**src/rtl/addsub_sched.sv**
```systemverilog
// addsub_sched: two-requester round-robin scheduler in front of a shared
// WIDTH-bit add/subtract datapath. One operation is in flight at a time:
// IDLE grants a requester and latches its operands, EXEC lets the datapath
// compute and registers the result, and RESULT holds the result until the
// consumer accepts it.
//
// Optional feature: define ADDSUB_SCHED_STATS_EN to add the cnt0/cnt1
// accept counters and the ovf_cnt overflow-delivery counter.

// Shared add/subtract datapath: subtraction is A + ~B + 1, overflow is the
// carry into the MSB XOR the carry out of the MSB.
module addsub_dp #(
   parameter int WIDTH = 4
) (
   input  logic [WIDTH-1:0] a,
   input  logic [WIDTH-1:0] b,
   input  logic             sel,
   output logic [WIDTH-1:0] sum,
   output logic             carry,
   output logic             ovf
);

   logic [WIDTH-1:0] b_eff;
   logic [WIDTH-1:0] low_sum;   // low WIDTH-1 bits plus carry into the MSB
   logic [WIDTH:0]   full_sum;  // full result plus carry out of the MSB

   assign b_eff    = sel ? ~b : b;
   assign low_sum  = {1'b0, a[WIDTH-2:0]} + {1'b0, b_eff[WIDTH-2:0]}
                   + {{(WIDTH-1){1'b0}}, sel};
   assign full_sum = {1'b0, a} + {1'b0, b_eff} + {{WIDTH{1'b0}}, sel};

   assign sum   = full_sum[WIDTH-1:0];
   assign carry = full_sum[WIDTH];
   assign ovf   = full_sum[WIDTH] ^ low_sum[WIDTH-1];

endmodule

module addsub_sched #(
   parameter int WIDTH = 4
) (
   input  logic             clk,
   input  logic             rst_n,
   input  logic             req0,
   input  logic [WIDTH-1:0] a0,
   input  logic [WIDTH-1:0] b0,
   input  logic             sel0,
   input  logic             req1,
   input  logic [WIDTH-1:0] a1,
   input  logic [WIDTH-1:0] b1,
   input  logic             sel1,
   output logic             ack0,
   output logic             ack1,
   output logic             res_valid,
   input  logic             res_ready,
   output logic             res_id,
   output logic [WIDTH-1:0] res_sum,
   output logic             res_carry,
   output logic             res_ovf
`ifdef ADDSUB_SCHED_STATS_EN
  ,output logic [7:0]       cnt0
  ,output logic [7:0]       cnt1
  ,output logic [7:0]       ovf_cnt
`endif
);

   typedef enum logic [1:0] {
      IDLE   = 2'd0,
      EXEC   = 2'd1,
      RESULT = 2'd2
   } state_t;

   state_t           state;
   logic             prio;      // 0: requester 0 wins a tie, 1: requester 1 wins
   logic [WIDTH-1:0] op_a;
   logic [WIDTH-1:0] op_b;
   logic             op_sel;
   logic             op_id;

   logic             grant0;
   logic             grant1;

   logic [WIDTH-1:0] dp_sum;
   logic             dp_carry;
   logic             dp_ovf;

   // Round-robin grant decision; only IDLE issues grants, and never while reset is held.
   always_comb begin
      // NOTE: every output of a combinational block gets a default first so no path leaves it unassigned (which would infer a latch).
      grant0 = 1'b0;
      grant1 = 1'b0;
      if (rst_n && state == IDLE) begin
         if (req0 && req1) begin
            if (prio) grant1 = 1'b1;
            else      grant0 = 1'b1;
         end else if (req0) begin
            grant0 = 1'b1;
         end else if (req1) begin
            grant1 = 1'b1;
         end
      end
   end

   assign ack0 = grant0;
   assign ack1 = grant1;

   addsub_dp #(.WIDTH(WIDTH)) u_dp (
      .a     (op_a),
      .b     (op_b),
      .sel   (op_sel),
      .sum   (dp_sum),
      .carry (dp_carry),
      .ovf   (dp_ovf)
   );

   // Operation sequencer: latch the winner, register the datapath result, hold until accepted.
   always_ff @(posedge clk or negedge rst_n) begin
      // NOTE: sequential state is written with non-blocking assignments so every flop samples the pre-edge values.
      if (!rst_n) begin
         state     <= IDLE;
         prio      <= 1'b0;
         op_a      <= '0;
         op_b      <= '0;
         op_sel    <= 1'b0;
         op_id     <= 1'b0;
         res_valid <= 1'b0;
         res_id    <= 1'b0;
         res_sum   <= '0;
         res_carry <= 1'b0;
         res_ovf   <= 1'b0;
      end else begin
         case (state)
            IDLE: begin
               if (grant0 || grant1) begin
                  op_a   <= grant1 ? a1   : a0;
                  op_b   <= grant1 ? b1   : b0;
                  op_sel <= grant1 ? sel1 : sel0;
                  op_id  <= grant1;
                  // The requester just served loses the next tie.
                  prio   <= grant0;
                  state  <= EXEC;
               end
            end
            EXEC: begin
               res_sum   <= dp_sum;
               res_carry <= dp_carry;
               res_ovf   <= dp_ovf;
               res_id    <= op_id;
               res_valid <= 1'b1;
               state     <= RESULT;
            end
            RESULT: begin
               if (res_valid && res_ready) begin
                  res_valid <= 1'b0;
                  state     <= IDLE;
               end
            end
            default: begin
               res_valid <= 1'b0;
               state     <= IDLE;
            end
         endcase
      end
   end

`ifdef ADDSUB_SCHED_STATS_EN
   // Accept counters per requester and count of delivered overflowing results, wrapping at 256.
   always_ff @(posedge clk or negedge rst_n) begin
      if (!rst_n) begin
         cnt0    <= 8'd0;
         cnt1    <= 8'd0;
         ovf_cnt <= 8'd0;
      end else begin
         if (grant0) cnt0 <= cnt0 + 8'd1;
         if (grant1) cnt1 <= cnt1 + 8'd1;
         if (state == RESULT && res_valid && res_ready && res_ovf)
            ovf_cnt <= ovf_cnt + 8'd1;
      end
   end
`endif

endmodule

```
**config.mk**
```make
export PLATFORM = sky130hd
export DESIGN_NAME = addsub_sched
export DESIGN_NICKNAME = d
export VERILOG_FILES = /design/src/rtl/addsub_sched.sv
export SDC_FILE = /design/constraint.sdc
export NUM_CORES = 1
export LEC_CHECK = 0
export BUFFER_PORTS_ARGS = -buffer_cell sky130_fd_sc_hd__buf_2
export CAP_MARGIN = 20
export CORE_MARGIN = 3
export CORE_UTILIZATION = 50
export DETAILED_ROUTE_END_ITERATION = 10
export GPL_ROUTABILITY_DRIVEN = 0
export PLACE_DENSITY = 0.89
export SYNTH_ARGS = -nofsm -noshare
export SYNTH_HDL_FRONTEND = slang
export SYNTH_HIERARCHICAL = 1
export SYNTH_SLANG_ARGS = --single-unit
```
**constraint.sdc**
```tcl
create_clock -name clk -period 2.8 [get_ports clk]
set_input_delay 0.14 -clock clk [delete_from_list [all_inputs] [get_ports clk]]
set_output_delay 0.14 -clock clk [all_outputs]
set_load 0.05 [all_outputs]
```
# After elaboration in Yosys (flattened, before gate mapping)

Cells that the tools add are included.

Flip-flop bits (word level): 21
Latch bits: 0
Bits in writable memories: 0
ROM bits: 0
Word-level logic and storage cells: 48
Memories kept: 0

Add/subtract/negate cells: 4
Multiply operators: 0
Div/mod/pow operators: 0
$lt $le $gt $ge: 0
Equality and inequality tests: 4
Shift-type cells: 0
Muxes and demuxes: 18
Bitwise operators: 3
Reduce and logical (&&, ||, !) cells: 8

Operator list:

| cell               | count |
|---|---|
| $mux 4             | 3 |
| $mux 1             | 11 |
| $pmux 2 s3         | 1 |
| $reduce_and 2->1   | 3 |
| $add 4x4->5        | 1 |
| $add 5x1->5        | 1 |
| $add 3x3->4        | 1 |
| $add 4x1->4        | 1 |
| $mux 2             | 2 |
| $not 4->4          | 1 |
| $logic_and 1x1->1  | 3 |
| $pmux 1 s3         | 1 |
| $eq 2x1->1 const B | 1 |
| $eq 2x2->1 const B | 1 |
| $logic_not 2->1    | 1 |
| $ne 2x1->1 const B | 1 |
| $ne 2x2->1 const B | 1 |
| $logic_or 1x1->1   | 1 |
| $not 1->1          | 1 |
| $xor 1x1->1        | 1 |

# Logic depth before layout (Yosys ltp)

Word-level depth: 7
Mapped depth: 6
Gate-level depth less buffers: 6

# Hierarchy

The synthesis kept the hierarchy.

By module, submodules not included:

| module       | instances | cells an instance | area an instance (µm²) | sequential area each (µm²) |
|---|---|---|---|---|
| addsub_sched | 1         | 99                | 1048.5                 | 525.5 |
| addsub_dp    | 1         | 16                | 165.2                  | 0.0 |

# Worst setup path before layout

Ideal clock, no wire load.

Path type: register to register
Start: register op_sel
End: register res_ovf
Data arrival time: 1.829 ns
Required time: 2.675 ns
Slack: 0.846 ns
Cell stages (with the launch flop): 7
Clock period less this slack: 1.954 ns
Cells stage by stage: dfrtp_1 -> mux2_4 -> fa_1 -> a21o_1 -> a21o_1 -> xor2_1 -> mux2_2

Longest elaborated chain between the ends: 4
Elaborated cells on any way between the ends: 6
Classes of those cells: 4 x add/sub; 1 x mux; 1 x bitwise

RTL lines:

| what                   | line | source |
|---|---|---|
| from (decl)            | 76   | `logic op_sel;` |
| from (signal assigned) | 136  | `op_sel <= grant1 ? sel1 : sel0;` |
| $mux 4                 | 27   | `assign b_eff = sel ? ~b : b;` |
| $add 4x4->5            | 30   | `assign full_sum = {1'b0, a} + {1'b0, b_eff} + {{WIDTH{1'b0}}, sel};` |
| $add 5x1->5 (*)        | 30   |  |
| named net dp_carry     | 83   | `logic dp_carry;` |
| $xor 1x1->1 (*)        | 34   | `assign ovf = full_sum[WIDTH] ^ low_sum[WIDTH-1];` |
| named net dp_ovf       | 84   | `logic dp_ovf;` |
| to (signal assigned)   | 146  | `res_ovf <= dp_ovf;` |
| to (decl)              | 58   | `output logic res_ovf` |

Mark *: on every way through the listed nets, which the timed path passes. The rest lies on a longest branch.
A chain may end at the register's enable or synchronous reset.

# Worst setup path after layout

Start: input rst_n
End: output ack0

Longest elaborated chain between the ends: 2

RTL lines:

| what              | line | source |
|---|---|---|
| from (decl)       | 42   | `input logic rst_n,` |
| $logic_and 1x1->1 | 91   | `if (rst_n && state == IDLE) begin` |
| $mux 1            | 91   |  |
| to (decl)         | 51   | `output logic ack0,` |

Every way passes these cells.

==> impl_metrics.env <==
export IMPL_netlist_area_um2=1210
export IMPL_clk_pin_slew_worst_paths_ns=0.11
export IMPL_netlist_instances=115
export IMPL_start_kind="primary input"
export IMPL_numClockSinks=21
export IMPL_dieWidth_um=55.3
export IMPL_finalSetupTns_ns=0
export IMPL_crit_path_max_incr_delay_ns=0.52
export IMPL_hold_ws_ns=0.139
export IMPL_setup_ws_ns=0.553
export IMPL_leakagePower_nw=0.679
export IMPL_most_used_flip_flop_cell_after_synthesis="dfrtp_1"
export IMPL_dp_hpwl_um=1870
export IMPL_drive_gt1_frac=0.310
export IMPL_dieArea_um2=3050
export IMPL_drt_pre_antenna_iters=4
export IMPL_holdCritPathClass="in2reg"
export IMPL_max_freq_ghz=0.445
export IMPL_clock_tree_htree_level_count=1
export IMPL_io_pins=33
export IMPL_p_seq_frac=0.322
export IMPL_route_vias_total=965
export IMPL_period_share=0.803
export IMPL_path_class="in2out"
export IMPL_core_area_um2=2250
export IMPL_finalWorstPathRequiredPeriod_ns=2.25
export IMPL_crit_arrival_ns=2.11
export IMPL_area_delta_synth_final_pct=15.3
export IMPL_globalRoute_totalOverflow=0
export IMPL_cell_internal_pwr_uw=950
export IMPL_sequential_cell_area_um2=526
export IMPL_drv_max_cap_violation_count=0
export IMPL_status="finished clean"
export IMPL_synth_warn=6
export IMPL_cp_num_buf_inv=4
export IMPL_power_frac_comb=0.597
export IMPL_ys_async_rst_share=1.00
export IMPL_finish_net_count=173
export IMPL_cp_max_fo=23
export IMPL_worst_path_most_repeated_cell="buf_2"
export IMPL_fin_worst_skew_ns=0.00311
export IMPL_row_count=17
export IMPL_nFillCells=215
export IMPL_post_synth_cell_area_avg_um2=10.6
export IMPL_post_cts_resize_count=0
export IMPL_synth_fp_nets=142
export IMPL_worst_margin_pin_slew_ns=0.658
export IMPL_place_ws_ns=0.744
export IMPL_grt_start_max_net_pins=24
export IMPL_grt_setup_unrepaired="false"
export IMPL_timing_slew_headroom=0.560
export IMPL_floorplan_initialDensity=0.538
export IMPL_dp_cells=168
export IMPL_power_switching_share=0.463
export IMPL_finalHoldViolations=0
export IMPL_drc=0
export IMPL_cp_end_kind="output pin"
export IMPL_pwr_density_cell_nw_per_um2=1260
export IMPL_root_buffer="clkbuf_4"
export IMPL_leading_cell_types_in_the_layout_fill_and_taps_excluded="32 x buf_2, 21 x dfrtp_1, 12 x nand2_1"
export IMPL_clock_latency_ns=0.29
export IMPL_antenna_cells_inserted=0
export IMPL_yosysSeqAreaShare=0.433
export IMPL_timing_reg2reg_setup_slack_ns=0.72
export IMPL_wl_um=2440
export IMPL_peakVddDrop_mv=0.693
export IMPL_cts_tree="done"
export IMPL_tritoncts_num_buffers=3
export IMPL_slowest_stage="dlygate4sd3_1"
export IMPL_groute_usage_overall=0.171
export IMPL_cts_path_max_buffers=2
export IMPL_worst_endpoint_required_ns=2.66
export IMPL_synth_seq_cells=21
export IMPL_ys_types=28
export IMPL_remaining_antenna_violation_count_after_routing=0
export IMPL_switching_power_uw=819
export IMPL_buffers_inserted_during_post_cts_setup_optimization=0
export IMPL_utilization=0.620
export IMPL_grt_first_pass_wirelength_um=4280
export IMPL_drt_iter0_markers=12
export IMPL_cts_hold_buffers_added=1
export IMPL_clockPowerShare=0.081
export IMPL_fin_cells=173
export IMPL_synth_enable_flop_cells=0
export IMPL_fp_dieH_um=55.3
export IMPL_wire_per_inst_um=14.1
export IMPL_via_per_inst=5.58
export IMPL_setup_violations=0
export IMPL_most_common_cell_after_layout_fill_and_taps_aside="buf_2"
export IMPL_first_global_vias=951
export IMPL_crit_family="buffers and inverters"
export IMPL_io_buffers=32
export IMPL_path_cells="dlygate4sd3_1 > buf_2 > nor3b_4 > buf_4 > nand2_1 > a21oi_1 > buf_2"
export IMPL_slew_violations=0
export IMPL_initial_antenna_violation_count=0
export IMPL_multi_input_area_um2=597
-- power groups by stage --
stage | Combinational (mW) | Sequential (mW) | Clock [mW]
global placement | 1.00 | 0.565 | 0
finish | 1.06 | 0.570 | 0.143
global route | 1.15 | 0.592 | 0.166
floorplan | 0.648 | 0.761 | 0
CTS | 1.06 | 0.570 | 0.149
detailed placement | 1.05 | 0.578 | 0
-- state kept, by name, summed over array words and instances, names as in the netlist --
register	count
prio	1
op_sel	1
op_id	1
res_id	1
res_valid	1
op_a	4
res_ovf	1
op_b	4
state	2
res_sum	4
res_carry	1
-- cell usage after synthesis (2+ instances only) --
library cell,instances,area [um^2]
dfrtp_1,21,526
a21o_1,5,37.5
nor2b_1,3,18.8
nand2_1,12,45.0
mux2_1,2,22.5
buf_2,4,20.0
a21oi_1,2,10.0
o211ai_1,8,60.1
buf_4,2,15.0
o22a_1,9,78.8
inv_1,9,33.8
mux2_2,5,56.3
xor2_1,7,61.3
ha_1,3,37.5
a31oi_1,10,62.6
-- cell families after synthesis --
kind of cell | count (synthesis) | share of synthesized area
compound gates | 38 | 0.233
flops | 21 | 0.433
simple gates | 19 | 0.0835
buf+inv | 18 | 0.0753
mux | 8 | 0.0773
xor+xnor | 7 | 0.0505
fa+ha+maj | 4 | 0.0474
-- final cells by class --
cell class              count  share of cell area
clock buffers               4              0.0188
repair buffers             34               0.127
inverters                  10              0.0268
well taps                  28              0.0250
flip-flops and latches     21               0.376
multi-input cells          76               0.427
-- metal layers --
layer / wire length (um) / global-route usage
met4: 16 / 0.0451
met5: 0 / 0
met1: 1060 / 0.228
met2: 1250 / 0.282
met3: 118 / 0.0350
-- final timing paths --
| kind | end | startpoint | cells after the start |
|---|---|---|---|
| max in group asynchronous | op_a[3]$_DFFE_PN0P_ | rst_n | 2 |
| min in group asynchronous | res_sum[2]$_DFFE_PN0P_ | rst_n | 2 |
| setup / recovery | ack0 | rst_n | 7 |
| hold reg to reg | op_id$_DFFE_PN0P_ | op_id$_DFFE_PN0P_ | 1 |
| hold / removal | res_valid$_DFFE_PN0P_ | res_ready | 3 |
| setup reg to reg | res_ovf$_DFFE_PN0P_ | op_b[0]$_DFFE_PN0P_ | 6 |
-- worst register-to-register path, delay by kind of cell, from the launching register on --
family / cells / cell delay [ns]
muxes: 2 / 0.59
xor gates and xnor gates: 1 / 0.16
AOI/OAI and AO/OA: 2 / 0.37
DFF: 1 / 0.44
adders and majority gates: 1 / 0.41
-- metrics by stage --
step	area [um^2]	total power [mW]
after global placement	1360	1.57
final	1400	1.77
after global routing	1400	1.91
after CTS	1400	1.78
after floorplan	1210	1.41
after detailed placement	1360	1.63
Note: power is estimated with default switching activity, not from simulation.
